--- config.mk ---
export PLATFORM = sky130hd
export DESIGN_NAME = jtframe_db15_joy_flat
export DESIGN_NICKNAME = d
export VERILOG_FILES = /design/src/rtl/jtframe_db15_joy_if.sv /design/src/rtl/jtframe_db15_joy.sv /design/src/flat_wrapper.sv
export SDC_FILE = /design/constraint.sdc
export NUM_CORES = 1
export LEC_CHECK = 0
export BUFFER_PORTS_ARGS = -buffer_cell sky130_fd_sc_hd__buf_4
export CORE_MARGIN = 2
export CORE_UTILIZATION = 37
export CTS_CLUSTER_DIAMETER = 200
export DETAILED_ROUTE_END_ITERATION = 12
export PLACE_DENSITY = 0.63
export SKIP_CTS_REPAIR_TIMING = 1
export SYNTH_ARGS = -nofsm -noshare
export SYNTH_HDL_FRONTEND = slang
export SYNTH_SLANG_ARGS = --single-unit
--- constraint.sdc ---
create_clock -name clk -period 3.1 [get_ports clk]
set_input_delay 0.93 -clock clk [delete_from_list [all_inputs] [get_ports clk]]
set_output_delay 0.93 -clock clk [all_outputs]
set_load 0.02 [all_outputs]
--- src/rtl/jtframe_db15_joy_if.sv ---
// jtframe_db15_joy_if
//  Signal bundle between the DB15/SNAC serial reader and the rest of the frame.
//  Ports (seen from the reader, modport master):
//   en        in   block enable (OSD DB15 mode != Off)
//   joy_data  in   serial data from the 74HC165 chain, active-low buttons
//   joy_clk   out  shift clock to the chain
//   joy_load  out  parallel load to the chain, active-low
//   joy1      out  player 1 buttons, active-high, 12 bits
//   joy2      out  player 2 buttons, active-high, 12 bits
//   valid     out  one-cycle pulse when joy1/joy2 update
//  modport slave is the mirror image, used by whoever drives en/joy_data.
interface jtframe_db15_joy_if;
  logic        en;
  logic        joy_data;
  logic        joy_clk;
  logic        joy_load;
  logic [11:0] joy1;
  logic [11:0] joy2;
  logic        valid;

  modport master (
    input  en, joy_data,
    output joy_clk, joy_load, joy1, joy2, valid
  );

  modport slave (
    output en, joy_data,
    input  joy_clk, joy_load, joy1, joy2, valid
  );
endinterface

--- src/rtl/jtframe_db15_joy.sv ---
// jtframe_db15_joy
//  Serial reader for the MiSTer DB15/SNAC joystick adapter (74HC165 chain).
//  Generates the load/shift strobes, samples the chain and publishes two
//  active-high 12-bit player words, updated atomically with a valid pulse.
//  Ports:
//   clk  in  system clock
//   rst  in  asynchronous reset, active-high
//   bus  jtframe_db15_joy_if.master (en, joy_data in; joy_clk, joy_load,
//        joy1, joy2, valid out)
//  Parameters:
//   CLKDIV  clk cycles per half-period of joy_clk (one tick), >= 4
//   NBITS   bits shifted per frame, fixed at 24 (two 12-bit players)
//   GAP     idle ticks between the end of a frame and the next load
module jtframe_db15_joy #(
  parameter int CLKDIV = 48,
  parameter int NBITS  = 24,
  parameter int GAP    = 64
) (
  input logic                  clk,
  input logic                  rst,
  jtframe_db15_joy_if.master   bus
);

  localparam int TW = $clog2(CLKDIV);
  localparam int BW = $clog2(NBITS);
  localparam int GW = $clog2(GAP + 1);

  typedef enum logic [2:0] {
    IDLE,
    LOAD,
    SHIFT_LO,
    SHIFT_HI,
    GAP_WAIT
  } state_t;

  state_t             state;
  logic [TW-1:0]      tcnt;
  logic [BW-1:0]      bitcnt;
  logic [GW-1:0]      gapcnt;
  logic [NBITS-1:0]   raw;
  logic               data_meta;
  logic               data_sync;
  logic               joy_clk;
  logic               joy_load;
  logic [11:0]        joy1;
  logic [11:0]        joy2;
  logic               valid;
  logic               tick;

  assign tick = (tcnt == TW'(CLKDIV - 1));

  assign bus.joy_clk  = joy_clk;
  assign bus.joy_load = joy_load;
  assign bus.joy1     = joy1;
  assign bus.joy2     = joy2;
  assign bus.valid    = valid;

  // Single FSM; strobes and player words are registered alongside the state
  // so they change on the same edge as the state that owns them.
  always_ff @(posedge clk or posedge rst) begin
    if (rst) begin
      state     <= IDLE;
      tcnt      <= '0;
      bitcnt    <= '0;
      gapcnt    <= '0;
      raw       <= '0;
      data_meta <= 1'b1;
      data_sync <= 1'b1;
      joy_clk   <= 1'b0;
      joy_load  <= 1'b1;
      joy1      <= '0;
      joy2      <= '0;
      valid     <= 1'b0;
    end else begin
      // joy_data is asynchronous to clk
      data_meta <= bus.joy_data;
      data_sync <= data_meta;
      valid     <= 1'b0;

      if (!bus.en) begin
        // Disabling abandons any frame in progress and blanks the outputs.
        state    <= IDLE;
        tcnt     <= '0;
        bitcnt   <= '0;
        gapcnt   <= '0;
        raw      <= '0;
        joy_clk  <= 1'b0;
        joy_load <= 1'b1;
        joy1     <= '0;
        joy2     <= '0;
      end else begin
        // Every state lasts a whole number of ticks, so tcnt is 0 on entry.
        tcnt <= (state == IDLE || tick) ? '0 : tcnt + TW'(1);

        case (state)
          IDLE: begin
            state    <= LOAD;
            joy_load <= 1'b0;
            joy_clk  <= 1'b0;
          end

          LOAD: begin
            if (tick) begin
              state    <= SHIFT_LO;
              bitcnt   <= '0;
              joy_load <= 1'b1;
            end
          end

          SHIFT_LO: begin
            // Sample at the end of the low phase: the bit has been stable
            // for a full tick, well past the synchronizer latency.
            if (tick) begin
              raw[bitcnt] <= data_sync;
              state       <= SHIFT_HI;
              joy_clk     <= 1'b1;
            end
          end

          SHIFT_HI: begin
            if (tick) begin
              joy_clk <= 1'b0;
              if (bitcnt == BW'(NBITS - 1)) begin
                joy1   <= ~raw[11:0];
                joy2   <= ~raw[23:12];
                valid  <= 1'b1;
                gapcnt <= '0;
                state  <= GAP_WAIT;
              end else begin
                bitcnt <= bitcnt + BW'(1);
                state  <= SHIFT_LO;
              end
            end
          end

          GAP_WAIT: begin
            if (tick) begin
              if (gapcnt == GW'(GAP - 1)) begin
                gapcnt   <= '0;
                state    <= LOAD;
                joy_load <= 1'b0;
              end else begin
                gapcnt <= gapcnt + GW'(1);
              end
            end
          end

          default: begin
            state    <= IDLE;
            joy_clk  <= 1'b0;
            joy_load <= 1'b1;
          end
        endcase
      end
    end
  end

endmodule

--- src/flat_wrapper.sv ---
// flat-port wrapper written by rule: the top's interface ports become plain ports
module jtframe_db15_joy_flat 
#(
  parameter int CLKDIV = 48,
  parameter int NBITS  = 24,
  parameter int GAP    = 64
)
  (clk, rst, bus_en, bus_joy_data, bus_joy_clk, bus_joy_load, bus_joy1, bus_joy2, bus_valid);
  jtframe_db15_joy_if bus_i ();
  input logic clk;
  input logic rst;
  input wire logic [$bits(bus_i.en)-1:0] bus_en;
  input wire logic [$bits(bus_i.joy_data)-1:0] bus_joy_data;
  output wire logic [$bits(bus_i.joy_clk)-1:0] bus_joy_clk;
  output wire logic [$bits(bus_i.joy_load)-1:0] bus_joy_load;
  output wire logic [$bits(bus_i.joy1)-1:0] bus_joy1;
  output wire logic [$bits(bus_i.joy2)-1:0] bus_joy2;
  output wire logic [$bits(bus_i.valid)-1:0] bus_valid;
  assign bus_i.en = bus_en;
  assign bus_i.joy_data = bus_joy_data;
  assign bus_joy_clk = bus_i.joy_clk;
  assign bus_joy_load = bus_i.joy_load;
  assign bus_joy1 = bus_i.joy1;
  assign bus_joy2 = bus_i.joy2;
  assign bus_valid = bus_i.valid;
  jtframe_db15_joy #(.CLKDIV(CLKDIV), .NBITS(NBITS), .GAP(GAP)) u_core (.clk(clk), .rst(rst), .bus(bus_i));
endmodule
Yosys cells after proc, flatten, opt, wreduce, memory -nomap -nowiden. Index checks and enable logic that the tools add are counted.

Magnitude comparators: 2. Add/subtract/negate cells: 3. Eq/ne operators: 22. Reduce and logical (&&, ||, !) cells: 12. Bitwise operators: 2. Multiplexer cells: 47.

Operators by type and width (number): $mux W12 (8); $mux W24 (3); $mux W7 (5); $bwmux W24 (1); $not A12 Y12 (2); $mux W3 (7); $mux W5 (4); $ne A3 B2 Y1 const B (6); $pmux W3 S5 (1); $pmux W7 S2 (1); $mux W6 (2); $reduce_and A4 Y1 (3); $mux W1 (11); $pmux W5 S2 (1); $ne A2 B1 Y1 const B (4); $add A7 B1 Y7 const B (1); $eq A7 B6 Y1 const B (1); $add A6 B1 Y6 const B (1); $eq A3 B2 Y1 const B (2); $eq A6 B6 Y1 const B (1); $lt A5 B6 Y1 const B (1); $ne A3 B1 Y1 const B (2); $reduce_and A3 Y1 (2); $add A5 B1 Y5 const B (1); other kinds (15) (17).

Input port bits: 4. Register bits: 74. Output and inout port bits: 27.

Depth between registers and ports, before layout. Gate-level depths: netlist of the first run.

Word-level depth: 8. Gate-level depth with buffers: 8. Depth with buffers taken out: 6.

Worst setup path before layout of the first run. Ideal clock, no wire load.

Path kind: in2reg. Start point: input port bus_en. End point: register u_core.joy2[4] (netlist: u_core.bus.joy2[4]). Cell stages on the path: 6. Path slack: 991 ps. Arrival: 2026 ps. Library setup time: 83 ps. Path buffers: 2. Data required time: 3017 ps. Cell sequence: buf_2 -> nand4b_1 -> nor3_1 -> nand2_1 -> clkbuf_1 -> o21ai_0.

Longest elaborated chain between the ends: 2. Elaborated cells on any way between the ends: 5.

RTL lines: from (decl) (line flat_wrapper.sv:12) `input wire logic [$bits(bus_i.en)-1:0] bus_en;`; $ne A2 B1 Y1 (no source line); $reduce_and A3 Y1 (no source line); to (signal assigned) (line jtframe_db15_joy.sv:125) `joy2 <= ~raw[23:12];`; to (decl) (line jtframe_db15_joy.sv:46) `logic [11:0] joy2;`.

Parallel ways exist; a longest one is shown, timed or not. A chain may end at the register's enable or synchronous reset.

Worst setup path after layout of the first run.
Start point: input port bus_en. End point: register u_core.joy1[9] (netlist: u_core.bus.joy1[9]).

Longest elaborated chain between the ends: 2. Elaborated cells on any way between the ends: 5.

RTL lines: $ne A2 B1 Y1 (no source line); $reduce_and A3 Y1 (no source line); to (signal assigned) (line jtframe_db15_joy.sv:124) `joy1 <= ~raw[11:0];`; to (decl) (line jtframe_db15_joy.sv:45) `logic [11:0] joy1;`.

Parallel ways exist; a longest one is shown, timed or not.

==> out/metrics.cfg, run 1 <==
[status]
outcome = completed

[clock_tree]
clock_latency_ns = 0.36
cts_root_buf = clkbuf_8
clockBufferDepth = 2
path_clk_slew_ns = 0.08
cts_tree = yes
h-tree-depth = 3
cts_made_buffers = 9
cts.sinks = 74

[synthesis]
synth-warning-count = 0
syn_inst = 343
synth-adder-area-share_pct = 2.19
synthMuxAreaShare_pct = 7.02
async_reset_ff_share_pct = 100
yosysTopAreaCell = dfrtp_1
synthFlopType = dfrtp_1
ys_seq_area_share_pct = 54.2
synth-edff-count = 0
yosysTopAreaCellShare_pct = 51.9
syn-cell-area_sq_mm = 0.00342
syn_nets = 353
synth_top_family_by_area = simple AND/OR/NAND/NOR gates
synth_area_leaders = dfrtp_1 (52%), nand2_1 (8.1%), mux2i_1 (7.0%)
synth_compound_area_share_pct = 10.9
synth-xor-area-share_pct = 1.02
synth_area_per_cell_sq_um = 9.98
synth-simple-area-share_pct = 20.5
ys_types = 50
ys_ff_latch = 74

[timing]
max_freq_mhz = 445
setup_violations = 0
finalMaxSlewViolations = 0
fin_skew_ns = 0.0104
period_share_pct = 72.5
slew_headroom_pct = 30.6
hold_viol = 0
fin_crit_ns = 2.25
rsz0062_at_grt = no
fin_tns_setup_ns = 0
worstMarginPinSlew_ns = 1.03

[worst_hold_path]
hold_start = u_core.data_meta$_DFF_PP1_
worstHoldPathType = flip-flop to flip-flop
min_path_cells = 0
hold_end = u_core.data_sync$_DFF_PP1_

[die]
start_util_pct = 37.6
die_h_um = 100
die-area_sq_mm = 0.0100
ios = 31
core_sq_mm = 0.00911
rows = 35
die_w_um = 100

[finish]
nets = 379
nFillCells = 882
seq_area_sq_mm = 0.00186
final_util_pct = 43.4
area_delta_synth_final_pct = 15.5
diodes = 0
final_cells = 485
drive_gt1_share_pct = 15.5
multi_input_area_sq_mm = 0.00143

[drt]
drt_iter0_markers = 170
dr.pass1.iters = 4
vias_per_cell = 5.26
wl_per_cell_um = 14.8
ant_nets = 0
routed_wl_mm = 7.18
vias = 2549
drc_errors = 0

[pwr]
power.total_w = 0.00185
pwr-share-comb_pct = 3.2
p_sw_share_pct = 22.4
power_switching_w = 0.000415
p_per_area_mw_per_mm2 = 469
clkPwrFrac_pct = 44.2
internal_power_w = 0.00144
irDropWorstVdd_mv = 0.214
p_leak_nw = 1.88
p_seq_share_pct = 52.6

[global_routing]
track_usage_pct = 15.6
grt_pass1_vias = 2476
grt_pass1_wl_mm = 12.4
overflow = 0
grt_max_degree = 75
grt_antenna_before_repair = 0

[setup_path]
cp_max_fo = 36
critPathArrivalTime_ns = 2.53
critical_path_required_ns = 3.38
criticalPathCategory = primary input to flip-flop
worstReg2RegStart = u_core.bitcnt[0]$_DFFE_PP0P_
critPathCaptureType = flip-flop
start_kind = primary input
r2r_slack_ns = 0.87
worst_r2r_path_depth = 5
reg2reg_to = u_core.bitcnt[3]$_DFFE_PP0P_

[placement]
dp_cells = 469
hpwl_mm = 4.68
port_buffers = 30
gp_congestion = 0.871

[flow_run]
max_cap_viol_count = 0

[cells in the final DEF (no fill, tap or decap), types with 2 or more instances in the layout]
cell type    n
nor2b_1      3
nor4_1       3
nand2_1     74
nor2_1      13
ha_1         6
inv_1       12
a21oi_1      9
nand4_1      2
dfstp_2      3
a211oi_1     3
bufinv_16    2
nand4b_1     4
dfrtp_1     71
o211ai_1     3
and3_1       2
nand2b_1     3
and4_1       2
o21ai_1      2
nand4bb_1    2
o31ai_1      2
xnor2_1      3
nor3_1       9
nor3b_1      3
nand3_1     18
mux2i_1     24
clkbuf_8     9
buf_4       33
clkinvlp_4   2
o21ai_0     26
[how the worst max path moves through the flow]
stage                                 startpoint                        endpoint  slack, ns  depth (start not counted)
floorplan                                    rst    u_core.bitcnt[0]$_DFFE_PP0P_       0.29                          1
global placement                          bus_en  u_core.bus.joy1[7]$_DFFE_PP0P_       0.65                          6
detailed placement                        bus_en  u_core.bus.joy1[9]$_DFFE_PP0P_       0.52                          6
CTS                 u_core.bitcnt[0]$_DFFE_PP0P_    u_core.bitcnt[3]$_DFFE_PP0P_       0.87                          5
global route                              bus_en  u_core.bus.joy2[2]$_DFFE_PP0P_       0.66                          6
finish                                    bus_en  u_core.bus.joy1[9]$_DFFE_PP0P_       0.85                          6
[power by group through the flow]
| stage | Combinational, W | Sequential (W) | Clock (W) |
|---|---|---|---|
| 6_report | 0.0000592 | 0.000975 | 0.000820 |
| 5_1_grt | 0.0000674 | 0.000976 | 0.000883 |
| 4_1_cts | 0.0000612 | 0.000975 | 0.000840 |
| 3_5_place_dp | 0.0000613 | 0.000994 | 0 |
| 3_3_place_gp | 0.0000600 | 0.000994 | 0 |
| 2_1_floorplan | 0.0000408 | 0.000993 | 0 |
[cell families (layout without fill, tap and decap cells)]
group,Yosys count,in the layout
AND/OR/NAND/NOR,144,144
multiplexers,24,24
AO/OA/AOI/OAI,59,59
XOR/XNOR,4,4
buffers and inverters,32,63
adder cells (fa/ha/maj),6,6
flip-flops,74,74
[final cells by class]
type / count / area share (%)
Sequential cell: 74 / 46.9
Tap cell: 111 / 3.51
Clock buffer: 10 / 3.23
Inverter: 13 / 1.23
Clock inverter: 6 / 2.25
Multi-Input combinational cell: 237 / 36.1
Timing Repair Buffer: 34 / 6.77
[synthesized netlist by cell type (all sizes together) (4+ instances only)]
cell type	instances
ha	6
nor3	9
nor3b	4
mux2i	24
nand4b	4
buf	9
nand2	74
nand3	18
clkbuf	10
o21ai	28
inv	13
a21oi	9
nor2	13
dfrtp	71
[sequential cells by signal, indices dropped and copies added, names as in the netlist]
signal,cells
u_core.bus.valid,1
u_core.raw,24
u_core.bus.joy_load,1
u_core.gapcnt,7
u_core.state,3
u_core.bus.joy1,12
u_core.data_sync,1
u_core.bitcnt,5
u_core.bus.joy_clk,1
u_core.bus.joy2,12
u_core.data_meta,1
u_core.tcnt,6
[layer usage]
metal	vias up	track usage [%]	part of all wire (%)
li1	1243	-	-
met1	1234	20.8	48
met2	63	24.9	47
met3	9	4.81	4.7
met4	0	4.00	1.0
met5	-	0	0
[through the flow]
| step | instance area (sq um) | setup WS, ns | hold WS [ns] |
|---|---|---|---|
| global placement | 3740 | 0.654 | 0.348 |
| CTS | 3950 | 0.871 | 0.358 |
| finish | 3950 | 0.852 | 0.357 |
| floorplan | 3420 | 0.293 | 0.345 |
| global route | 3950 | 0.656 | 0.362 |
| detailed placement | 3740 | 0.524 | 0.347 |
[critical path: stages]
cell and delay, ns:
buf_4 0.33, nand4b_1 0.36, nor3_1 0.41, nand2_1 0.12
buf_4 0.20, o21ai_0 0.16
Note: power is estimated with default switching activity, not from simulation.
==> run 2, diff against run 1 <==
- clock period: 3.1 -> 2.2 ns (I/O delays scaled with it)
==> out/metrics.cfg, run 2 (same netlist as run 1, synthesis figures left out) <==
[die]
die_w_um = 100  ; unchanged
ios = 31  ; unchanged
rows = 35  ; unchanged
die_h_um = 100  ; unchanged
die-area_sq_mm = 0.0100  ; unchanged
core_sq_mm = 0.00911  ; unchanged
start_util_pct = 37.6  ; unchanged

[pwr]
internal_power_w = 0.00215  ; was 0.00144 W
irDropWorstVdd_mv = 0.433  ; was 0.214 mV
pwr-share-comb_pct = 3.4  ; was 3.2%
p_seq_share_pct = 50.2  ; was 52.6%
power_switching_w = 0.000590  ; was 0.000415 W
clkPwrFrac_pct = 46.4  ; was 44.2%
power.total_w = 0.00274  ; was 0.00185 W
p_sw_share_pct = 21.6  ; was 22.4%
p_per_area_mw_per_mm2 = 671  ; was 469 mW/mm^2
p_leak_nw = 1.96  ; was 1.88 nW

[global_routing]
grt_max_degree = 32  ; was 75
grt_pass1_wl_mm = 12.9  ; was 12.4 mm
top_usage_layer = met2  ; unchanged
grt_use_met1_pct = 22.0  ; was 20.8%
met2_usage_pct = 24.9  ; unchanged
grt_pass1_vias = 2683  ; was 2476
grt_antenna_before_repair = 0  ; unchanged
overflow = 0  ; unchanged
gr-usage-met3_pct = 4.67  ; was 4.81%
track_usage_pct = 16.1  ; was 15.6%

[setup_path]
start_kind = flip-flop  ; was primary input
path_cells = ha_1 > and4b_4 > a2111o_1 > and2_4 > a211o_1  ; was buf_4 > nand4b_1 > nor3_1 > nand2_1 > buf_4 > o21ai_0
worst_r2r_path_depth = 5  ; unchanged
cp-endpoint = u_core.bitcnt[3]$_DFFE_PP0P_  ; was u_core.bus.joy1[9]$_DFFE_PP0P_
critPathArrivalTime_ns = 2.23  ; was 2.53 ns
critPathCaptureType = flip-flop  ; unchanged
cp_max_fo = 11  ; was 36
critPathMaxStageDelay_ns = 0.48  ; was 0.41 ns
critical_path_required_ns = 2.44  ; was 3.38 ns
crit_start = u_core.bitcnt[0]$_DFFE_PP0P_  ; was bus_en
r2r_slack_ns = 0.21  ; was 0.87 ns
worstReg2RegStart = u_core.bitcnt[0]$_DFFE_PP0P_  ; unchanged
criticalPathCategory = flip-flop to flip-flop  ; was primary input to flip-flop
cpMaxStageDelayCell = a2111o_1  ; was nor3_1
reg2reg_to = u_core.bitcnt[3]$_DFFE_PP0P_  ; unchanged

[clock_tree]
clockBufferDepth = 2  ; unchanged
cts_root_buf = clkbuf_8  ; unchanged
path_clk_slew_ns = 0.08  ; about the same
h-tree-depth = 3  ; unchanged
cts_made_buffers = 9  ; unchanged
cts_tree = yes  ; unchanged
clock_latency_ns = 0.35  ; was 0.36 ns
cts.sinks = 74  ; unchanged

[placement]
gp_congestion = 0.948  ; was 0.871
place_ws_ns = 0.223  ; was 0.524 ns
port_buffers = 30  ; unchanged
placed_area_sq_mm = 0.00384  ; was 0.00374 sq mm
hpwl_mm = 4.90  ; was 4.68 mm

[drt]
vias = 2613  ; was 2549
drt_iter0_markers = 123  ; was 170
drc_errors = 0  ; unchanged
wl_per_cell_um = 14.6  ; was 14.8 um
routed_wl_mm = 7.24  ; was 7.18 mm
ant_nets = 0  ; unchanged
vias_per_cell = 5.27  ; was 5.26
dr.pass1.iters = 4  ; unchanged

[timing]
setup_violations = 0  ; unchanged
fin_tns_setup_ns = 0  ; unchanged
period_share_pct = 90.3
max_freq_mhz = 503
hold_viol = 0  ; unchanged
fin_crit_ns = 1.99
layout_setup_ws_ns = 0.213  ; was 0.852 ns
finalMaxSlewViolations = 0  ; unchanged
slew_headroom_pct = 27.0  ; was 30.6%
rsz0062_at_grt = no  ; unchanged
worstMarginPinSlew_ns = 1.08  ; was 1.03 ns
fin_skew_ns = 0.00964  ; was 0.0104 ns

[finish]
layout_commonest_cell = nand2_1  ; unchanged
drive_gt1_share_pct = 18.2  ; was 15.5%
area_delta_synth_final_pct = 19.2  ; was 15.5%
nets = 391  ; was 379
diodes = 0  ; unchanged
layout_common_cells = nand2_1 (74), dfrtp_1 (71), buf_4 (44)  ; was nand2_1 (74), dfrtp_1 (71), buf_4 (33)
final_util_pct = 44.8  ; was 43.4%
nFillCells = 884  ; was 882
largest_reg_flops = 24  ; unchanged
fin_area_sq_mm = 0.00408  ; was 0.00395 sq mm
regMostFlops = u_core.raw  ; unchanged
top_regs = u_core.raw: 24 flops, u_core.bus.joy1: 12 flops, u_core.bus.joy2: 12 flops  ; unchanged

[flow_run]
max_cap_viol_count = 0  ; unchanged

[status]
outcome = completed  ; unchanged

[worst_hold_path]
worstHoldPathType = primary input to asynchronous set/reset pin  ; was flip-flop to flip-flop

## run 2: worst min path at each step
stage                                    start                              to  slack (ns)  depth (start not counted)
floorplan           u_core.data_meta$_DFF_PP1_      u_core.data_sync$_DFF_PP1_        0.35                          0
global placement    u_core.data_meta$_DFF_PP1_      u_core.data_sync$_DFF_PP1_        0.35                          0
detailed placement  u_core.data_meta$_DFF_PP1_      u_core.data_sync$_DFF_PP1_        0.35                          0
CTS                                        rst  u_core.bus.joy1[8]$_DFFE_PP0P_        0.34                          2
global route                               rst  u_core.bus.joy1[8]$_DFFE_PP0P_        0.35                          2
finish                                     rst  u_core.bus.joy1[4]$_DFFE_PP0P_        0.34                          2
## run 2: routing by layer
layer	wire, um	vias up
li1	-	1271
met1	3470	1276
met2	3370	56
met3	324	10
met4	66	0
met5	0	-
## run 2: power groups by stage
| stage | sequential, W | combinational [W] | clock, W |
|---|---|---|---|
| after floorplan | 0.00140 | 0.0000579 | 0 |
| after global placement | 0.00140 | 0.0000946 | 0 |
| after detailed placement | 0.00140 | 0.0000967 | 0 |
| after CTS | 0.00137 | 0.0000969 | 0.00130 |
| after global routing | 0.00138 | 0.000107 | 0.00135 |
| final | 0.00137 | 0.0000939 | 0.00127 |
## run 2: through the flow
stage	hold slack [ns]	instances
2_1_floorplan	0.345	343
3_3_place_gp	0.353	481
3_5_place_dp	0.349	481
4_1_cts	0.341	496
5_1_grt	0.355	496
6_report	0.340	496
## run 2: worst max-delay path, delay by kind of cell, from the launching register on
family | cells | cell delay [ns]
compound gates | 2 | 0.76
fa+ha+maj | 1 | 0.25
flops | 1 | 0.44
simple gates | 2 | 0.44
## run 2: final cells by class
type                    instances  area, sq um  share of cell area [%]
well taps                     111          139                    3.40
clock buffers                   9          124                    3.03
flip-flops and latches         74         1860                    45.5
repair buffers                 46          370                    9.07
inverters                      13         52.6                    1.29
multi-input cells             237         1430                    34.9
clock inverters                 6          115                    2.82
==> run 3, diff against run 2 <==
- CTS_CLUSTER_DIAMETER: 200 -> not set
- SETUP_SLACK_MARGIN: not set -> 0.4
==> out/metrics.cfg, run 3 (same netlist as run 1, synthesis figures left out) <==
[drt]
vias_per_cell = 5.19  ; was 5.27
dr.pass1.iters = 4  ; unchanged
wl_per_cell_um = 14.7  ; was 14.6 um
vias = 2603  ; was 2613
ant_nets = 0  ; unchanged
routed_wl_mm = 7.37  ; was 7.24 mm
drc_errors = 0  ; unchanged
drt_iter0_markers = 116  ; was 123

[setup_path]
worstReg2RegStart = u_core.bitcnt[1]$_DFFE_PP0P_  ; was u_core.bitcnt[0]$_DFFE_PP0P_
worst-path-stages = 5  ; unchanged
cpMaxStageDelayCell = a2111o_1  ; unchanged
crit_buf_inv = 0  ; unchanged
criticalPathCategory = flip-flop to flip-flop  ; unchanged
cp-endpoint = u_core.bitcnt[3]$_DFFE_PP0P_  ; unchanged
cp_max_fo = 7  ; was 11
r2r_slack_ns = 0.24  ; was 0.21 ns
crit_family = simple AND/OR/NAND/NOR gates  ; was compound AO/OA/AOI/OAI gates
reg2reg_to = u_core.bitcnt[3]$_DFFE_PP0P_  ; unchanged
critical_path_required_ns = 2.50  ; was 2.44 ns
start_kind = flip-flop  ; unchanged
critPathMaxStageDelay_ns = 0.47  ; was 0.48 ns
path_cells = ha_4 > and4b_4 > a2111o_1 > nor4_1 > a211o_1  ; was ha_1 > and4b_4 > a2111o_1 > and2_4 > a211o_1
crit_start = u_core.bitcnt[1]$_DFFE_PP0P_  ; was u_core.bitcnt[0]$_DFFE_PP0P_
worst_r2r_path_depth = 5  ; unchanged
critPathArrivalTime_ns = 2.25  ; was 2.23 ns
critPathCaptureType = flip-flop  ; unchanged

[clock_tree]
clock_latency_ns = 0.36  ; was 0.35 ns
cts.sinks = 74  ; unchanged
cts_made_buffers = 9  ; unchanged
path_clk_slew_ns = 0.09  ; was 0.08 ns
h-tree-depth = 3  ; unchanged
clockBufferDepth = 2  ; unchanged
cts_root_buf = clkbuf_8  ; unchanged
cts_tree = yes  ; unchanged

[global_routing]
grt_antenna_before_repair = 0  ; unchanged
grt_pass1_vias = 2567  ; was 2683
track_usage_pct = 15.8  ; was 16.1%
grt_max_degree = 29  ; was 32
grt_use_met1_pct = 21.6  ; was 22.0%
met2_usage_pct = 23.9  ; was 24.9%
grt_pass1_wl_mm = 12.6  ; was 12.9 mm
gr-usage-met3_pct = 4.94  ; was 4.67%
top_usage_layer = met2  ; unchanged
overflow = 0  ; unchanged

[pwr]
p_seq_share_pct = 53.9  ; was 50.2%
internal_power_w = 0.00193  ; was 0.00215 W
clkPwrFrac_pct = 42.5  ; was 46.4%
p_per_area_mw_per_mm2 = 618  ; was 671 mW/mm^2
p_sw_share_pct = 24.5  ; was 21.6%
p_leak_nw = 1.96  ; about the same
irDropWorstVdd_mv = 0.265  ; was 0.433 mV
power.total_w = 0.00255  ; was 0.00274 W
power_switching_w = 0.000624  ; was 0.000590 W
pwr-share-comb_pct = 3.7  ; was 3.4%

[finish]
top_regs = u_core.raw: 24 flops, u_core.bus.joy1: 12 flops, u_core.bus.joy2: 12 flops  ; unchanged
drive_gt1_share_pct = 22.0  ; was 18.2%
final_util_pct = 45.3  ; was 44.8%
nFillCells = 890  ; was 884
nets = 396  ; was 391
diodes = 0  ; unchanged
fin_area_sq_mm = 0.00412  ; was 0.00408 sq mm
layout_commonest_cell = nand2_1  ; unchanged
largest_reg_flops = 24  ; unchanged
regMostFlops = u_core.raw  ; unchanged
layout_common_cells = nand2_1 (74), dfrtp_1 (67), buf_4 (48)  ; was nand2_1 (74), dfrtp_1 (71), buf_4 (44)
area_delta_synth_final_pct = 20.4  ; was 19.2%

[placement]
hpwl_mm = 4.80  ; was 4.90 mm
port_buffers = 30  ; unchanged
placed_area_sq_mm = 0.00384  ; unchanged
gp_congestion = 0.877  ; was 0.948

[timing]
fin_crit_ns = 1.96  ; was 1.99 ns
fin_skew_ns = 0.0104  ; was 0.00964 ns
hold_viol = 0  ; unchanged
worstMarginPinSlew_ns = 0.532  ; was 1.08 ns
rsz0062_at_grt = yes  ; was no
slew_headroom_pct = 64.5  ; was 27.0%
period_share_pct = 88.9  ; was 90.3%
max_freq_mhz = 511  ; was 503 MHz
setup_violations = 0  ; unchanged
whs_ns = 0.321  ; was 0.340 ns
finalMaxSlewViolations = 0  ; unchanged
fin_tns_setup_ns = 0  ; unchanged

[die]
start_util_pct = 37.6  ; unchanged
ios = 31  ; unchanged
rows = 35  ; unchanged
core_sq_mm = 0.00911  ; unchanged
die-area_sq_mm = 0.0100  ; unchanged
die_w_um = 100  ; unchanged
die_h_um = 100  ; unchanged

[status]
outcome = completed  ; unchanged

[flow_run]
max_cap_viol_count = 0  ; unchanged

[worst_hold_path]
worstHoldPathType = primary input to asynchronous set/reset pin  ; unchanged

run 3: changes by cell type in the layout (fill, tap and decap cells not counted), moves of 2 or more:
cell / change
buf_4: +4
bufinv_16: -2
dfrtp_2: +4
ha_1: -2
dfrtp_1: -4
run 3: cell type report:
cell class / count / area (sq um) / share of cell area [%]
Timing Repair Buffer: 51 / 412 / 9.98
Clock buffer: 9 / 124 / 3.00
Inverter: 13 / 52.6 / 1.27
Sequential cell: 74 / 1860 / 45.1
Tap cell: 111 / 139 / 3.37
Multi-Input combinational cell: 237 / 1460 / 35.4
Clock inverter: 7 / 76.3 / 1.85
run 3: metal layers:
layer / share of wire, % / routed length, um
met4: 1.4 / 106
met2: 45 / 3350
met3: 3.6 / 263
met5: 0 / 0
met1: 49 / 3650
run 3: power groups by stage:
stage	Clock [W]	Combinational (W)	Sequential (W)
after floorplan	0	0.0000580	0.00140
after global placement	0	0.0000931	0.00140
after detailed placement	0	0.0000946	0.00140
after CTS	0.00112	0.0000948	0.00137
after global routing	0.00117	0.000106	0.00138
final	0.00108	0.0000936	0.00137
run 3: metrics by stage:
stage	setup WS, ns	instances
3_5_place_dp	0.267	480
4_1_cts	0.258	496
5_1_grt	0.170	502
2_1_floorplan	0.404	343
6_report	0.244	502
3_3_place_gp	0.324	480
run 3: worst register-to-register path: cells and delay by family (launching register included):
family | cells | cell delay (ns)
and+or+nand+nor | 2 | 0.65
DFF | 1 | 0.45
AOI/OAI and AO/OA | 2 | 0.62
adders and majority gates | 1 | 0.18
run 3: how the worst min path moves through the flow:
stage	startpoint	to	slack [ns]	depth (start not counted)
2_1_floorplan	u_core.data_meta$_DFF_PP1_	u_core.data_sync$_DFF_PP1_	0.35	0
3_3_place_gp	u_core.data_meta$_DFF_PP1_	u_core.data_sync$_DFF_PP1_	0.35	0
3_5_place_dp	u_core.data_meta$_DFF_PP1_	u_core.data_sync$_DFF_PP1_	0.35	0
4_1_cts	rst	u_core.bus.joy2[8]$_DFFE_PP0P_	0.32	2
5_1_grt	rst	u_core.bus.joy2[8]$_DFFE_PP0P_	0.33	2
6_report	rst	u_core.bus.joy2[8]$_DFFE_PP0P_	0.32	2
